===== src/rtl/uart_rx_if.sv =====
// rtl/uart_rx_if.sv - serial line, oversampling tick and received-word signals of the UART receiver
interface uart_rx_if #(
  parameter int DATA_BITS = 8
);
  logic                 s_tick;
  logic                 rx;
  logic [DATA_BITS-1:0] dout;
  logic                 rx_done_tick;
  logic                 frame_err;

  modport master (
    output s_tick,
    output rx,
    input  dout,
    input  rx_done_tick,
    input  frame_err
  );

  modport slave (
    input  s_tick,
    input  rx,
    output dout,
    output rx_done_tick,
    output frame_err
  );
endinterface


===== src/rtl/uart_rx.sv =====
// rtl/uart_rx.sv - oversampled UART receiver: 1 start, DATA_BITS LSB-first, no parity, 1 stop
module uart_rx #(
  parameter int DATA_BITS = 8,
  parameter int SB_TICKS  = 16
) (
  input  logic     clk,
  input  logic     reset,
  uart_rx_if.slave bus
);
  localparam int SW = $clog2(SB_TICKS);
  localparam int NW = $clog2(DATA_BITS);
  localparam logic [SW-1:0] S_HALF = SW'(SB_TICKS / 2 - 1);
  localparam logic [SW-1:0] S_LAST = SW'(SB_TICKS - 1);
  localparam logic [NW-1:0] N_LAST = NW'(DATA_BITS - 1);

  typedef enum logic [1:0] {IDLE, START, DATA, STOP} state_t;

  state_t               state, state_next;
  logic [SW-1:0]        s, s_next;
  logic [NW-1:0]        n, n_next;
  logic [DATA_BITS-1:0] b, b_next;
  logic [DATA_BITS-1:0] dout_q, dout_next;
  logic                 done_q, done_next;
  logic                 ferr_q, ferr_next;
  logic                 rx_meta, rx_sync;

  always_ff @(posedge clk) begin
    if (!reset) begin
      rx_meta <= 1'b1;
      rx_sync <= 1'b1;
      state   <= IDLE;
      s       <= '0;
      n       <= '0;
      b       <= '0;
      dout_q  <= '0;
      done_q  <= 1'b0;
      ferr_q  <= 1'b0;
    end else begin
      rx_meta <= bus.rx;
      rx_sync <= rx_meta;
      state   <= state_next;
      s       <= s_next;
      n       <= n_next;
      b       <= b_next;
      dout_q  <= dout_next;
      done_q  <= done_next;
      ferr_q  <= ferr_next;
    end
  end

  always_comb begin
    state_next = state;
    s_next     = s;
    n_next     = n;
    b_next     = b;
    dout_next  = dout_q;
    ferr_next  = ferr_q;
    done_next  = 1'b0;
    case (state)
      // Start detection does not wait for a tick so the half-bit count starts at the edge.
      IDLE: begin
        if (!rx_sync) begin
          state_next = START;
          s_next     = '0;
        end
      end
      START: begin
        if (bus.s_tick) begin
          if (s == S_HALF) begin
            if (!rx_sync) begin
              state_next = DATA;
              s_next     = '0;
              n_next     = '0;
            end else begin
              state_next = IDLE;
            end
          end else begin
            s_next = s + 1'b1;
          end
        end
      end
      DATA: begin
        if (bus.s_tick) begin
          if (s == S_LAST) begin
            s_next = '0;
            b_next = {rx_sync, b[DATA_BITS-1:1]};
            if (n == N_LAST) begin
              state_next = STOP;
            end else begin
              n_next = n + 1'b1;
            end
          end else begin
            s_next = s + 1'b1;
          end
        end
      end
      // Leaving at the stop-bit centre leaves half a bit to catch a back-to-back start edge.
      STOP: begin
        if (bus.s_tick) begin
          if (s == S_LAST) begin
            state_next = IDLE;
            dout_next  = b;
            ferr_next  = ~rx_sync;
            done_next  = 1'b1;
          end else begin
            s_next = s + 1'b1;
          end
        end
      end
      default: state_next = IDLE;
    endcase
  end

  assign bus.dout         = dout_q;
  assign bus.rx_done_tick = done_q;
  assign bus.frame_err    = ferr_q;
endmodule


===== src/flat_wrapper.sv =====
// flat-port wrapper written by rule: the top's interface ports become plain ports
module uart_rx_flat 
#(
  parameter int DATA_BITS = 8,
  parameter int SB_TICKS  = 16
)
  (clk, reset, bus_s_tick, bus_rx, bus_dout, bus_rx_done_tick, bus_frame_err);
  uart_rx_if #(.DATA_BITS(DATA_BITS)) bus_i ();
  input  logic clk;
  input  logic reset;
  input wire logic [$bits(bus_i.s_tick)-1:0] bus_s_tick;
  input wire logic [$bits(bus_i.rx)-1:0] bus_rx;
  output wire logic [$bits(bus_i.dout)-1:0] bus_dout;
  output wire logic [$bits(bus_i.rx_done_tick)-1:0] bus_rx_done_tick;
  output wire logic [$bits(bus_i.frame_err)-1:0] bus_frame_err;
  assign bus_i.s_tick = bus_s_tick;
  assign bus_i.rx = bus_rx;
  assign bus_dout = bus_i.dout;
  assign bus_rx_done_tick = bus_i.rx_done_tick;
  assign bus_frame_err = bus_i.frame_err;
  uart_rx #(.DATA_BITS(DATA_BITS), .SB_TICKS(SB_TICKS)) u_core (.clk(clk), .reset(reset), .bus(bus_i));
endmodule

===== config.mk =====
export PLATFORM = sky130hd
export DESIGN_NAME = uart_rx_flat
export DESIGN_NICKNAME = d
export VERILOG_FILES = /design/src/rtl/uart_rx_if.sv /design/src/rtl/uart_rx.sv /design/src/flat_wrapper.sv
export SDC_FILE = /design/constraint.sdc
export NUM_CORES = 1
export LEC_CHECK = 0
export BUFFER_PORTS_ARGS = -buffer_cell sky130_fd_sc_hd__buf_2
export CAP_MARGIN = 10
export CORE_ASPECT_RATIO = 0.6
export CORE_UTILIZATION = 35
export DETAILED_ROUTE_END_ITERATION = 16
export GPL_ROUTABILITY_DRIVEN = 1
export GPL_TIMING_DRIVEN = 0
export PLACE_DENSITY = 0.56
export SKIP_LAST_GASP = 1
export SLEW_MARGIN = 20
export SYNTH_ARGS = -nofsm -noshare
export SYNTH_HDL_FRONTEND = slang
export SYNTH_SLANG_ARGS = --single-unit

===== constraint.sdc =====
create_clock -name clk -period 3.7 [get_ports clk]
set_input_delay 0.555 -clock clk [delete_from_list [all_inputs] [get_ports clk]]
set_output_delay 0.555 -clock clk [all_outputs]
set_load 0.01 [all_outputs]

# [After elaboration in Yosys (flattened, before gate mapping)]
# Cells that the tools add are included.
[totals] reg_bits=29
[classes] bitwise_logic=1 muxes=26 reduce_logical=8 n_eq_ne=17 addsub=2
[op_table] operator="4-bit two-way mux" count=7
[op_table] operator="2-bit two-way mux" count=9
[op_table] operator="3-bit two-way mux" count=6
[op_table] operator="4-bit one-hot mux with 4 select lines" count=1
[op_table] operator="2-bit inequality test, second input constant" count=7
[op_table] operator="3-bit AND reduction" count=3
[op_table] operator="2-bit by 1-bit inequality test with 1-bit output, second input constant" count=4
[op_table] operator="2-bit one-hot mux with 4 select lines" count=1
[op_table] operator="8-bit AND reduction" count=1
[op_table] operator="7-bit AND reduction" count=1
[op_table] operator="3-bit one-hot mux with 2 select lines" count=1
[op_table] operator="4-bit by 1-bit adder with 4-bit output, second input constant" count=1
[op_table] operator="2-bit == test, second input constant" count=2
[op_table] operator="4-bit by 3-bit == test with 1-bit output, second input constant" count=1
[op_table] operator="4-bit == test, second input constant" count=1
[op_table] operator="4-bit AND reduction" count=1
[op_table] operator="3-bit by 1-bit adder with 3-bit output, second input constant" count=1
[op_table] operator="3-bit == test, second input constant" count=1
[op_table] operator="2-bit by 1-bit == test with 1-bit output, second input constant" count=1
[op_table] operator="2-bit logical NOT" count=1
[op_table] operator="2-bit nonzero test" count=1
[op_table] operator="1-bit two-way mux" count=1
[op_table] operator="1-bit NOT" count=1

# [Logic depth before layout (Yosys ltp)]
[depth] ltp_word=5 ltp_mapped=6

# [Least setup slack after synthesis]
# Ideal clock, no wire load.
[synth_path] path_kind="register -> register" from="register u_core.s[0]" to="register u_core.state[0]" path_stages_with_launch=7 setup_ns=0.125 period_less_slack_ns=1.576 required_time_ns=3.575 slack_ns=2.124 arrival_time_ns=1.451 path_cell_list="dfxtp_1 ha_1 and3_2 nor3b_2 buf_6 a222oi_1 nor2b_1"
[synth_via] elab_chain_len=3
[synth_rtl] element="from (decl)" line="uart_rx.sv:19" text="logic [SW-1:0] s, s_next;"
[synth_rtl] element="from (signal assigned)" line="uart_rx.sv:42" text="s <= s_next;"
[synth_rtl] element="4-bit == test / 4-bit by 3-bit == test with 1-bit output (equally long branches)" line="uart_rx.sv:84, uart_rx.sv:100, uart_rx.sv:69"
[synth_rtl] element="2-bit by 1-bit inequality test with 1-bit output (no source line)"
[synth_rtl] element="8-bit AND reduction (no source line) (*)"
[synth_rtl] element="to (signal assigned)" line="uart_rx.sv:41" text="state <= state_next;"
[synth_rtl] element="to (decl)" line="uart_rx.sv:18" text="state_t state, state_next;"
# Every way passes the cells marked *; elsewhere a longest branch is shown, timed or not.
# A chain may end at the register's enable or synchronous reset.

# [Worst setup path in the final report]
[layout_path] from="register u_core.s[0]" to="register u_core.dout_q[0] (netlist: u_core.bus.dout[0])"
[layout_via] elab_chain_len=2
[layout_rtl] element="4-bit == test" line="uart_rx.sv:100" text="if (s == S_LAST) begin"
[layout_rtl] element="3-bit AND reduction (no source line)"
[layout_rtl] element="to (signal assigned)" line="uart_rx.sv:45" text="dout_q <= dout_next;"
[layout_rtl] element="to (decl)" line="uart_rx.sv:22" text="logic [DATA_BITS-1:0] dout_q, dout_next;"
# No other way between the ends.

==> impl_results.md <==
* H-tree depth at 2
* Final HPWL DP at 1.78 mm
* Post-Syn Instances at 127
* Kind of critical path: flop to flop
* Post-Syn Nets at 134
* Rows at 16
* RSZ-0062 raised after global routing: no
* Post-synth EDFFs at 0
* Reg2Reg Setup Slack at 1.95 ns
* Reg clk slew, reported paths at 0.06 ns
* # hold bufs at CTS at 0
* Antenna violations before repair at 0
* Routed vias/inst at 5.04
* DR iter-0 viols at 49
* DRC errors left at 0
* All-Layer GR Usage at 0.151
* Gate power share at 0.035
* Post-synthesis sequential area ratio at 0.452
* Startpoint class of the critical path: flop
* Clock period minus worst slack at 1.75 ns
* Die area at 0.00392 mm²
* Core area at 0.00338 mm²
* Max Transition Viols Final at 0
* Die Ht at 48.9 µm
* Max IR drop VDD at 0.189 mV
* Synthesis-to-finish area growth at 15.5%
* Overflow after GRT at 0
* Top-count cell post-synth: dfxtp_1
* Crit path cell chain: ha_1 -> nand4_1 -> nor2_4 -> mux2i_1 -> nor2b_1
* Tcrit/Tclk final at 0.472
* FF-to-FF Start: u_core.s[0]
* Final Hold Vio Count at 0
* TritonRoute pass-1 iters at 4
* Worst Path Required at 3.87 ns
* Critical path's top delay family: simple AND/OR/NAND/NOR gates
* Setup WS pre-CTS at 1.93 ns
* R2R depth at 5
* Leak Pwr at 0.540 nW
* Netlist cell types at 35
* Top-level port count at 14
* Post-CTS Setup Bufs at 0
* Synth top cells by count: dfxtp_1, nor2b_1, mux2i_1
* Measured slew at the worst slew-check pin at 0.414 ns
* Clock Path Buffers at 2
* Synth Cell Area at 0.00128 mm²
* Routed Antenna Nets at 0
* ANT cells at 0
* Total CTS buffers at 5
* Final net count at 153
* Reg power frac at 0.541
* WP buf/inv at 0
* Status: finished clean
* Synth area leaders: dfxtp_1, mux2i_1, nor2b_1
* CP Depth at 5
* Internal at 0.454 mW
* Syn. warnings at 0
* GP Congestion at 0.763
* Worst path max stage delay at 0.39 ns
* Headroom to the max-slew limit at 0.724
* Fmax at 572 MHz
* Share of cells above drive strength 1 at 0.190
* Max Cap Viol at 0
* Synth Area per Inst at 10.1 µm²
* Die width at 80.2 µm
* Data arrival, critical path at 1.92 ns
* CP startpoint: u_core.s[0]
* Reg-to-Reg End: u_core.bus.dout[0]
* Switching share of power at 0.225
* Routed wire length at 2.58 mm
* Number of global-route vias before repair at 943
* CTS tree: yes
* Crit. End Element: flop
* Total power per unit cell area at 395 mW/mm²
* Worst setup margin at 1.95 ns
* Final core utilization at 0.438
* Final Skew at 0.0104 ns
* WL/cell at 13.4 µm
* Register bit total from synthesis at 29
* Via Count at 968
* PortBufs at 12
* CTS Sinks at 29
* Clk_lat worst skew at 0.28 ns
* Root buffer cell: clkbuf_8
* First-pass GRT wire length at 4.39 mm
* Finish-stage setup viols at 0
* Synth area leader: dfxtp_1
* Ys async rst share at 0
* Synth top area share at 0.452
* Post-cts resize count at 0
* Clock share of power at 0.425
* Largest net degree at the start of global routing at 11
* Tightest Hold Check Type: flop to flop
* Net switching power at 0.132 mW
* CP max stage cell: nor2_4
* Top_reg_cell synth: dfxtp_1
* Worst Setup EP: u_core.bus.dout[0]
* Critical Path Fanout Max at 9
* Setup TNS at 0 ns
* Starting Density at 0.379
-- cells in the final DEF, fill, tap and decap left out, types with 3 or more instances in the layout --
master / n
mux2i_1: 19
clkbuf_1: 4
ha_1: 3
inv_1: 3
o22ai_1: 3
nor2_1: 4
nand4_1: 3
dfxtp_1: 29
nor2b_1: 21
buf_2: 13
clkbuf_8: 5
nand2_1: 6
o21ai_0: 5
-- registers in the layout, indices dropped and copies added (netlist names), named ones only --
signal                   flops
u_core.b                     8
u_core.bus.dout              8
u_core.bus.frame_err         1
u_core.bus.rx_done_tick      1
u_core.n                     3
u_core.rx_meta               1
u_core.rx_sync               1
u_core.s                     4
u_core.state                 1
-- per-layer routing --
| metal | vias up | track usage | share of wire |
|---|---|---|---|
| li1 | 484 | - | - |
| met1 | 456 | 0.201 | 0.50 |
| met2 | 24 | 0.221 | 0.44 |
| met3 | 4 | 0.0542 | 0.045 |
| met4 | 0 | 0.0595 | 0.0070 |
| met5 | - | 0 | 0 |
-- worst min path at each step --
| stage | from | endpoint | slack (ns) | cells after the start |
|---|---|---|---|---|
| final | u_core.rx_meta | u_core.rx_sync | 0.41 | 1 |
| after global routing | u_core.rx_meta | u_core.rx_sync | 0.44 | 1 |
| after CTS | u_core.rx_meta | u_core.rx_sync | 0.42 | 1 |
| after detailed placement | u_core.rx_meta | u_core.rx_sync | 0.40 | 1 |
| after global placement | u_core.rx_meta | u_core.rx_sync | 0.39 | 1 |
| after floorplan | u_core.rx_meta | u_core.rx_sync | 0.39 | 1 |
-- worst reg2reg max path, delay by kind of cell, from the launching register on --
family,cells,cell delay [ns]
flip-flops,1,0.37
multiplexers,1,0.25
AND/OR/NAND/NOR,3,0.74
adder cells (fa/ha/maj),1,0.29
-- per-stage QoR --
step	hold slack [ns]	cells	total power, mW	area [µm²]
finish	0.414	192	0.585	1480
global route	0.443	192	0.610	1480
CTS	0.419	192	0.591	1480
detailed placement	0.400	184	0.344	1400
global placement	0.391	184	0.343	1400
floorplan	0.386	127	0.337	1280
-- power by group through the flow --
stage                     Sequential, mW  Clock (mW)  Combinational (mW)
final                              0.317       0.248              0.0202
after global routing               0.316       0.271              0.0225
after CTS                          0.316       0.254              0.0206
after detailed placement           0.323           0              0.0206
after global placement             0.323           0              0.0197
after floorplan                    0.323           0              0.0149
-- logic make-up after synthesis --
family	share of synthesized area
AND/OR/NAND/NOR	0.236
flip-flops	0.452
multiplexers	0.148
AO/OA/AOI/OAI	0.0916
buffers and inverters	0.0361
adder cells (fa/ha/maj)	0.0292
XOR/XNOR	0.00682
-- cell type report --
type | count | area, µm²
Buffer | 6 | 35.0
Tap cell | 45 | 56.3
Sequential cell | 29 | 581
Fill cell | 340 | 1900
Timing Repair Buffer | 12 | 60.1
Inverter | 3 | 11.3
Clock buffer | 6 | 72.6
Multi-Input combinational cell | 89 | 657
Clock inverter | 2 | 10.0
Power figures use the tool's default switching activity.
